<file path="src/rtl/exp_accumulate_block_pkg.sv">
`default_nettype none
// +----------------------------------------------------------------------------+
// | Module   : exp_accumulate_block_pkg                                        |
// | Brief    : Shared state encoding, Q16.16 constant and sizing helper for    |
// |            the softmax exp accumulate/replay block.                        |
// | Revision : 1.0 - initial release                                           |
// +----------------------------------------------------------------------------+
package exp_accumulate_block_pkg;

  // Frame-level control states; encodings are fixed so debug probes stay stable.
  typedef enum logic [1:0] {
    COLLECT = 2'd0,
    SUM_OUT = 2'd1,
    REPLAY  = 2'd2,
    DONE    = 2'd3
  } state_t;

  // 1.0 in unsigned Q16.16.
  localparam logic [31:0] c_q16_one = 32'h0001_0000;

  // Address width for a buffer of the given depth (a depth of 1 still needs one bit).
  function automatic int unsigned addr_width(input int unsigned depth);
    return (depth > 1) ? $clog2(depth) : 1;
  endfunction

endpackage
`default_nettype wire

</file>
<file path="src/rtl/exp_frame_buffer.sv">
`default_nettype none
// +----------------------------------------------------------------------------+
// | Module   : exp_frame_buffer                                                |
// | Brief    : One-frame register array holding exp values; synchronous write, |
// |            registered read with read enable so the output can be held.    |
// | Revision : 1.0 - initial release                                           |
// +----------------------------------------------------------------------------+
module exp_frame_buffer #(
  parameter int data_size      = 32,
  parameter int number_of_data = 10,
  parameter int addr_size      = 4
) (
  input  logic                 clock_i,
  input  logic                 reset_i,
  input  logic                 i_we,
  input  logic [addr_size-1:0] i_waddr,
  input  logic [data_size-1:0] i_wdata,
  input  logic                 i_re,
  input  logic [addr_size-1:0] i_raddr,
  output logic [data_size-1:0] o_rdata
);

  logic [data_size-1:0] r_mem [number_of_data];
  logic [data_size-1:0] r_rdata;

  // Storage needs no reset: contents are only read after being written this frame.
  always_ff @(posedge clock_i) begin
    if (i_we) r_mem[i_waddr] <= i_wdata;
  end

  // Read register is reset so the replay data output is clean after an abort.
  always_ff @(posedge clock_i or posedge reset_i) begin
    if (reset_i)   r_rdata <= '0;
    else if (i_re) r_rdata <= r_mem[i_raddr];
  end

  assign o_rdata = r_rdata;

endmodule
`default_nettype wire

</file>
<file path="src/rtl/exp_accumulate_block.sv">
`default_nettype none
// +----------------------------------------------------------------------------+
// | Module   : exp_accumulate_block                                            |
// | Brief    : Captures a frame of exp values, emits their sum once, then      |
// |            replays the values in arrival order over valid/ready.           |
// | Revision : 1.0 - initial release                                           |
// +----------------------------------------------------------------------------+
module exp_accumulate_block
  import exp_accumulate_block_pkg::*;
#(
  parameter int data_size      = 32,
  parameter int number_of_data = 10,
  parameter int sum_size       = 36
) (
  input  logic                 clock_i,
  input  logic                 reset_i,
  input  logic [data_size-1:0] exp_data_i,
  input  logic                 exp_data_valid_i,
  input  logic                 exp_done_i,
  input  logic                 clear_i,
  output logic [sum_size-1:0]  sum_o,
  output logic                 sum_valid_o,
  output logic [data_size-1:0] replay_data_o,
  output logic                 replay_valid_o,
  input  logic                 replay_ready_i,
  output logic                 replay_last_o,
  output logic                 accum_done_o,
  output logic                 overflow_o
);

  localparam int CNT_W  = $clog2(number_of_data + 1);
  localparam int ADDR_W = addr_width(number_of_data);
  localparam logic [CNT_W-1:0] c_depth = CNT_W'(number_of_data);

  state_t               r_state;
  state_t               w_state_next;
  logic                 r_done_d;
  logic [CNT_W-1:0]     r_wr_cnt;
  logic [CNT_W-1:0]     r_rd_cnt;
  logic [sum_size-1:0]  r_sum;
  logic [sum_size-1:0]  r_sum_out;
  logic                 r_sum_valid;
  logic                 r_replay_valid;
  logic                 r_accum_done;
  logic                 r_overflow;

  logic                 w_done_edge;
  logic                 w_collect;
  logic                 w_capture;
  logic                 w_drop;
  logic                 w_xfer;
  logic                 w_is_last;
  logic                 w_last_xfer;
  logic                 w_clear;
  logic                 w_re;
  logic [CNT_W-1:0]     w_raddr_cnt;
  logic [sum_size-1:0]  w_exp_ext;

  // Only the rising edge of done ends a frame, so a level held high cannot retrigger.
  assign w_done_edge = exp_done_i & ~r_done_d;
  assign w_collect   = (r_state == COLLECT);
  assign w_capture   = w_collect & exp_data_valid_i & (r_wr_cnt < c_depth);
  assign w_drop      = w_collect & exp_data_valid_i & (r_wr_cnt == c_depth);
  assign w_xfer      = r_replay_valid & replay_ready_i;
  assign w_is_last   = (r_rd_cnt == (r_wr_cnt - CNT_W'(1)));
  assign w_last_xfer = w_xfer & w_is_last;
  assign w_clear     = (r_state == DONE) & clear_i;
  assign w_exp_ext   = {{(sum_size - data_size){1'b0}}, exp_data_i};

  // Look one entry ahead on a transfer so the next beat is ready right after it;
  // reading stops on the final transfer so the address never passes the frame.
  assign w_raddr_cnt = w_xfer ? (r_rd_cnt + CNT_W'(1)) : r_rd_cnt;
  assign w_re        = (r_state == SUM_OUT) | ((r_state == REPLAY) & ~w_last_xfer);

  exp_frame_buffer #(
    .data_size      (data_size),
    .number_of_data (number_of_data),
    .addr_size      (ADDR_W)
  ) u_buffer (
    .clock_i (clock_i),
    .reset_i (reset_i),
    .i_we    (w_capture),
    .i_waddr (r_wr_cnt[ADDR_W-1:0]),
    .i_wdata (exp_data_i),
    .i_re    (w_re),
    .i_raddr (w_raddr_cnt[ADDR_W-1:0]),
    .o_rdata (replay_data_o)
  );

  // State register.
  always_ff @(posedge clock_i or posedge reset_i) begin
    if (reset_i) r_state <= COLLECT;
    else         r_state <= w_state_next;
  end

  // Next-state logic; SUM_OUT always lasts exactly one cycle.
  always_comb begin
    w_state_next = r_state;
    case (r_state)
      COLLECT: if (w_done_edge) w_state_next = SUM_OUT;
      SUM_OUT: w_state_next = (r_wr_cnt != '0) ? REPLAY : DONE;
      REPLAY:  if (w_last_xfer) w_state_next = DONE;
      DONE:    if (clear_i) w_state_next = COLLECT;
      default: w_state_next = COLLECT;
    endcase
  end

  // Counters, accumulator and registered outputs.
  always_ff @(posedge clock_i or posedge reset_i) begin
    if (reset_i) begin
      r_done_d       <= 1'b0;
      r_wr_cnt       <= '0;
      r_rd_cnt       <= '0;
      r_sum          <= '0;
      r_sum_out      <= '0;
      r_sum_valid    <= 1'b0;
      r_replay_valid <= 1'b0;
      r_accum_done   <= 1'b0;
      r_overflow     <= 1'b0;
    end else begin
      r_done_d    <= exp_done_i;
      r_sum_valid <= (r_state == SUM_OUT);
      if (r_state == SUM_OUT) r_sum_out <= r_sum;
      if (w_capture) begin
        r_wr_cnt <= r_wr_cnt + CNT_W'(1);
        r_sum    <= r_sum + w_exp_ext;
      end
      if (w_drop) r_overflow <= 1'b1;
      if (w_last_xfer)            r_replay_valid <= 1'b0;
      else if (r_state == REPLAY) r_replay_valid <= 1'b1;
      if (w_xfer) r_rd_cnt <= r_rd_cnt + CNT_W'(1);
      if (((r_state == SUM_OUT) && (r_wr_cnt == '0)) || w_last_xfer) r_accum_done <= 1'b1;
      if (w_clear) begin
        r_wr_cnt     <= '0;
        r_rd_cnt     <= '0;
        r_sum        <= '0;
        r_overflow   <= 1'b0;
        r_accum_done <= 1'b0;
      end
    end
  end

  assign sum_o          = r_sum_out;
  assign sum_valid_o    = r_sum_valid;
  assign replay_valid_o = r_replay_valid;
  assign replay_last_o  = r_replay_valid & w_is_last;
  assign accum_done_o   = r_accum_done;
  assign overflow_o     = r_overflow;

endmodule
`default_nettype wire
</file>
<file path="config.mk">
export PLATFORM = sky130hd
export DESIGN_NAME = exp_accumulate_block
export DESIGN_NICKNAME = d
export VERILOG_FILES = /design/src/rtl/exp_accumulate_block_pkg.sv /design/src/rtl/exp_frame_buffer.sv /design/src/rtl/exp_accumulate_block.sv
export SDC_FILE = /design/constraint.sdc
export NUM_CORES = 1
export LEC_CHECK = 0
export CORE_MARGIN = 5
export CORE_UTILIZATION = 45
export DETAILED_ROUTE_END_ITERATION = 6
export PLACE_DENSITY = 0.65
export SLEW_MARGIN = 20
export SYNTH_ARGS = -nofsm -noshare
export SYNTH_HDL_FRONTEND = slang
export SYNTH_SLANG_ARGS = --single-unit
</file>
<file path="constraint.sdc">
create_clock -name clock_i -period 3.9 [get_ports clock_i]
set_clock_uncertainty 0.05 [all_clocks]
set_input_delay 0.585 -clock clock_i [delete_from_list [all_inputs] [get_ports clock_i]]
set_output_delay 0.585 -clock clock_i [all_outputs]
set_load 0.05 [all_outputs]
</file>
# Word level (Yosys, flattened, before mapping)
# Memory sizes are Yosys's and may differ from the RTL's. A register that Yosys moved wholly into a read port is not among the register bits.
# Cells that the tools add are included.
# W data, S select, Z words.
# totals
latchBits	0
out_inout_bits	73
romBits	0
n_memories	1
ff_bits	87
ramBits	320
wordCells	65
inputBits	38
# op_classes
n_mul	0
n_bitwise	12
eq_ne	8
n_div	0
order_cmp	1
n_addsub	4
muxes	19
shifts	0
reduce_logical	10
# memory_table
memory	words	width	rd	rd_ports_with_merged_regs	write_ports	line	rtl
u_buffer.r_mem	10	32	1	1	1	exp_frame_buffer.sv:23	logic [data_size-1:0] r_mem [number_of_data];
# ops
cell	count
$mux W36	2
$add A36 B32 Y36	1
$mux W4	4
$and A1 B1 Y1	9
$mux W1	9
$add A4 B1 Y4 const B	2
$pmux W2 S4	1
$reduce_bool A2 Y1	4
$mux W2	3
$ne A2 B2 Y1 const B	3
$eq A2 B2 Y1 const B	2
$eq A4 B4 Y1	1
$eq A4 B4 Y1 const B	1
$logic_not A4 Y1	1
$lt A4 B4 Y1 const B	1
$reduce_bool A4 Y1	1
$sub A4 B1 Y4 const B	1
$reduce_and A3 Y1	1
$eq A2 B1 Y1 const B	1
$logic_not A2 Y1	1
$not A1 Y1	2
$logic_and A1 B1 Y1	1
$logic_or A1 B1 Y1	1
$or A1 B1 Y1	1

# Logic depth before layout (Yosys ltp)
# Gate-level depths: netlist of run 1.
# depth
word_depth	6
mapped_depth	11
depth_no_buf	11

# Cells and area by module
# From an unflattened synthesis of run 1, not the netlist that was laid out.
# unflattened
hier_cells	1354
hier_area_um2	19104.6
# modules_own_cells
mod	seq_area_each_um2	n_inst	area_each_um2	cells_per_inst
exp_frame_buffer	10410.0	1	13531.7	770
exp_accumulate_block	2177.1	1	5572.8	584

# Worst setup path after synthesis of run 1
# No wires, ideal clock.
# synth_path
path_kind	register -> register
start	register r_state[0]
end	memory u_buffer.r_mem[0][0], enable pin
path_buffers	2
t_arrival_ps	3751
synth_period_minus_slack_ps	4262
t_required_ps	3389
stages_incl_launch_ff	8
setup_time_ps	461
path_slack_ps	-362
path_cell_list	dfrtp_1 -> inv_1 -> ha_1 -> and3_1 -> clkbuf_1 -> buf_1 -> nand2_1 -> nor3_1
# synth_between
elab_chain_cells	5
# synth_lines
item	line	rtl
start: declaration	exp_accumulate_block.sv:35	state_t r_state;
start signal: assignment	exp_accumulate_block.sv:93	else r_state <= w_state_next;
$logic_not A2 Y1	exp_accumulate_block.sv:61	assign w_collect = (r_state == COLLECT);
$and A1 B1 Y1 (2 in series)	exp_accumulate_block.sv:62	assign w_capture = w_collect & exp_data_valid_i & (r_wr_cnt < c_depth);
$mux W1	exp_frame_buffer.sv:28	if (i_we) r_mem[i_waddr] <= i_wdata;
$mux W1 (implied by the code)	exp_frame_buffer.sv:28	
end: declaration	exp_frame_buffer.sv:23	
# Every way passes these cells.

# Worst setup path after layout of run 1
# layout_path
start	register r_wr_cnt[0]
end	output port replay_last_o
# layout_between
elab_chain_cells	3
# layout_lines
item	line	rtl
start: declaration	exp_accumulate_block.sv:38	logic [CNT_W-1:0] r_wr_cnt;
start signal: assignment	exp_accumulate_block.sv:125	r_wr_cnt <= r_wr_cnt + CNT_W'(1);
$sub A4 B1 Y4	exp_accumulate_block.sv:65	assign w_is_last = (r_rd_cnt == (r_wr_cnt - CNT_W'(1)));
$eq A4 B4 Y1	exp_accumulate_block.sv:65	
$and A1 B1 Y1	exp_accumulate_block.sv:146	assign replay_last_o = r_replay_valid & w_is_last;
end: declaration	exp_accumulate_block.sv:26	output logic replay_last_o,
# Every way passes these cells.

==> impl_metrics.csv, run 1 <==
group,metric,value,unit
clock_network,clock_sinks,439,
timing,hold_viol_final,0,
logic_synthesis,ys_types,50,
timing,hold_slack,0.426,ns
worst_setup_path,worstSetupPathType,"register to output pin",
finish,diodes,0,
finish,post-route-cell-area,22400,um2
routing,drtPass1Iterations,5,
worst_setup_path,crit_path_max_fanout,7,
worst_setup_path,r2r-start,"r_wr_cnt[0]",
clock_network,clkTransAtPathRegs,0.06,ns
logic_synthesis,synthTopCellsByArea,"edfxtp_1, dfrtp_1, mux4_2, mux2_2, ha_1",
logic_synthesis,synth_fp_nets,1307,
hold_path,min_from,"u_buffer.o_rdata[14]",
worst_setup_path,crit_arrival,2.98,ns
routing,viasPerCell,5.54,
clock_network,cts_tree,"done",
die,start_util,45.6,%
finish,multi_input_area,5890,um2
logic_synthesis,synthArstFlopShare,27.1,%
clock_network,htreeDepth,2,
die,io_pins,111,
die,row_count,74,
worst_setup_path,crit_chain,"inv_1, ha_1, xnor2_1, o211ai_1, a2111oi_2, dlygate4sd2_1",
logic_synthesis,netlist_area,18700,um2
finish,drive_above_1_share,19.1,%
timing,setup_viol,0,
place,placed_area,20900,um2
power,peakVddDrop,0.570,mV
global_route,grt_pass1_vias,11165,
logic_synthesis,synth.avg_cell_area,15.3,um2
global_route,track_usage,18.4,%
worst_setup_path,cp-start-kind,"register",
finish,syn_to_final_growth,19.5,%
timing,slew_headroom,30.8,%
place,place_hpwl,26.8,mm
die,coreArea,41000,um2
worst_setup_path,required,3.26,ns
worst_setup_path,crit_path_end_kind,"output pin",
global_route,grt_max_degree,72,
global_route,grt_first_pass_wirelength,66.3,mm
routing,wl_per_cell,21.6,um
routing,totalWireLength,42.1,mm
global_route,antenna_found_initial,0,
routing,drtIter0Drc,663,
logic_synthesis,yosysTopAreaCell,"edfxtp_1",
clock_network,clk_latency,0.56,ns
timing,tightest_slew,1.04,ns
finish,final_nets,1466,
timing,period_minus_slack,3.61,ns
hold_path,min_path_type,"register to register",
global_route,grt_overflow,0,
logic_synthesis,ys_ff_latch,439,
worst_setup_path,cp_slowest_cell,"a2111oi_2",
routing,drtAntennaViolNets,0,
logic_synthesis,synthCells,1226,
routing,vias,10816,
timing,fin_setup_tns,0,ns
clock_network,root_buffer,"clkbuf_16",
finish,n_fill_cell,3293,
timing,rsz0062_at_grt,"no",
logic_synthesis,synth_enable_flop_cells,320,
clock_network,hold_buffers,0,
job,cap_violations,0,
routing,drc,0,
status,outcome,"complete, no violations",
logic_synthesis,synth_warnings,0,
clock_network,numCtsBuffers,45,
logic_synthesis,yosysSeqAreaShare,67.3,%
power,power_leakage,8.21,nW
worst_setup_path,slowest_delay,0.61,ns
timing,max_freq,277,MHz
place,gp_congestion,0.852,
logic_synthesis,ys.flop_type,"edfxtp_1",
place,io_buffers,110,
die,design.die.area,45800,um2
timing,fin_crit_sh,92.6,%
finish,regArea,12600,um2
timing,slew_violations,0,
die,die_h,214,um
logic_synthesis,yosys.cell_count.top_type,"edfxtp_1",
logic_synthesis,synthTopCellsByCount,"edfxtp_1, dfrtp_1, nand2_1, a21oi_1, nor2_1",
clock_network,clock_path_buffers,3,
worst_setup_path,setup.worst_path.start,"r_wr_cnt[0]",
die,die_w,214,um
logic_synthesis,synth_top_area_share,51.3,%
power,pwr_density_cell,813,nW/um2
## layer usage
metal / track usage [%] / wire [um]
met1: 26.5 / 19400
met2: 29.8 / 20100
met3: 3.22 / 2080
met4: 4.02 / 646
met5: 0 / 0
## path summary, 6_finish.rpt
check	cells after the start	end	slack, ns
worst max-delay path	6	replay_last_o	0.29
worst min-delay path	2	u_buffer.o_rdata[14]	0.43
worst max register to register	9	r_state[0]	0.81
worst min register to register	2	u_buffer.o_rdata[14]	0.43
max in group asynchronous	3	u_buffer.o_rdata[0]	2.45
min in group asynchronous	2	sum_o[0]	0.53
## cells by family (layout without fill, tap and decap cells)
group / Yosys count / count (layout) / synth area share (%)
XOR/XNOR: 36 / 36 / 1.68
AND/OR/NAND/NOR: 241 / 241 / 5.48
adder cells (fa/ha/maj): 43 / 43 / 2.92
buffers and inverters: 78 / 271 / 1.99
AO/OA/AOI/OAI: 220 / 220 / 6.89
multiplexers: 169 / 169 / 13.8
flip-flops: 439 / 439 / 67.3
## registers in the layout (all words and copies together) (netlist names)
| signal | cells |
|---|---|
| accum_done_o | 1 |
| overflow_o | 1 |
| r_done_d | 1 |
| r_rd_cnt | 4 |
| r_state | 2 |
| r_sum | 36 |
| r_wr_cnt | 4 |
| replay_valid_o | 1 |
| sum_o | 36 |
| sum_valid_o | 1 |
| u_buffer.o_rdata | 32 |
| u_buffer.r_mem | 320 |
## layout make-up
cell class	instances	area share, %
Tap cell	532	2.98
Inverter	22	0.380
Sequential cell	439	56.3
Clock inverter	18	0.912
Multi-Input combinational cell	709	26.3
Timing Repair Buffer	168	7.53
Clock buffer	63	5.61
## placed cells by master, fill, tap and decap left out, types with 3 or more instances in the layout
| master | Yosys | routed |
|---|---|---|
| inv_1 | 22 | 21 |
| o211ai_1 | 6 | 6 |
| clkbuf_1 | 29 | 13 |
| nor2_4 | 0 | 4 |
| and3_1 | 6 | 6 |
| nand2_1 | 106 | 106 |
| a21o_1 | 11 | 11 |
| o21ai_0 | 66 | 66 |
| nand4_1 | 7 | 7 |
| buf_4 | 4 | 46 |
| clkbuf_8 | 0 | 4 |
| o21bai_1 | 9 | 9 |
| clkbuf_16 | 0 | 46 |
| nand2b_1 | 5 | 5 |
| nor3_1 | 11 | 6 |
| xnor2_1 | 23 | 22 |
| or3_1 | 3 | 3 |
| nand3_1 | 18 | 18 |
| bufinv_16 | 0 | 4 |
| o21a_1 | 3 | 3 |
| clkinv_1 | 0 | 7 |
| o31ai_1 | 3 | 3 |
| nor2b_1 | 5 | 5 |
| a31oi_1 | 4 | 4 |
| clkdlybuf4s50_1 | 0 | 109 |
| xor2_1 | 13 | 11 |
| nor3_2 | 0 | 3 |
| edfxtp_1 | 320 | 320 |
| nor2_1 | 74 | 70 |
| mux4_2 | 64 | 64 |
| a22o_1 | 10 | 10 |
| mux2_2 | 69 | 69 |
| mux2i_1 | 36 | 35 |
| clkinvlp_4 | 0 | 3 |
| ha_1 | 42 | 41 |
| buf_12 | 0 | 12 |
| dfrtp_1 | 119 | 119 |
| a211oi_1 | 4 | 4 |
| a21oi_1 | 93 | 93 |
## metrics by stage
stage	power, mW	instances	worst slack, ns	utilization, %
2_1_floorplan	11.8	1226	0.108	-
3_3_place_gp	14.1	1870	0.281	51.0
3_5_place_dp	14.1	1870	0.191	51.0
4_1_cts	18.4	1951	0.300	54.5
5_1_grt	19.2	1951	0.159	54.5
6_report	18.2	1951	0.290	54.5
## what timing repair did
| action | CTS | global route |
|---|---|---|
| setup buffers | 0 | 0 |
| setup endpoints to repair | 1 | 0 |
| gates resized for setup | 1 | 0 |
## critical path: cells and delay by family, from the launching register on
family / cells / cell delay (ns)
AO/OA/AOI/OAI: 2 / 0.74
XOR/XNOR: 1 / 0.22
adder cells (fa/ha/maj): 1 / 0.23
buffers and inverters: 2 / 0.75
flip-flops: 1 / 0.49
## where the power goes
| group | total, mW | internal (mW) | switching [mW] |
|---|---|---|---|
| clock network | 4.24 | 2.51 | 1.73 |
| logic | 7.76 | 3.34 | 4.42 |
| registers | 6.20 | 5.75 | 0.456 |
| total | 18.2 | 11.6 | 6.60 |
Note: power is estimated with default switching activity, not from simulation.
==> inputs of run 2 (changes only) <==
--- a/config.mk
+++ b/config.mk
@@ -8,6 +8,7 @@
 export CORE_MARGIN = 5
 export CORE_UTILIZATION = 45
 export DETAILED_ROUTE_END_ITERATION = 6
+export HOLD_SLACK_MARGIN = 0.02
 export PLACE_DENSITY = 0.65
 export SLEW_MARGIN = 20
 export SYNTH_ARGS = -nofsm -noshare
==> results of run 2 <==
Same layout as run 1: the final DEF is identical, and so are final timing and power.
==> inputs of run 3 (changes only) <==
--- a/config.mk
+++ b/config.mk
@@ -7,6 +7,7 @@
 export LEC_CHECK = 0
 export CORE_MARGIN = 5
 export CORE_UTILIZATION = 45
+export CTS_CLUSTER_DIAMETER = 120
 export DETAILED_ROUTE_END_ITERATION = 6
 export HOLD_SLACK_MARGIN = 0.02
 export PLACE_DENSITY = 0.65
==> results of run 3 <==
Same layout as run 1: the final DEF is identical, and so are final timing and power.
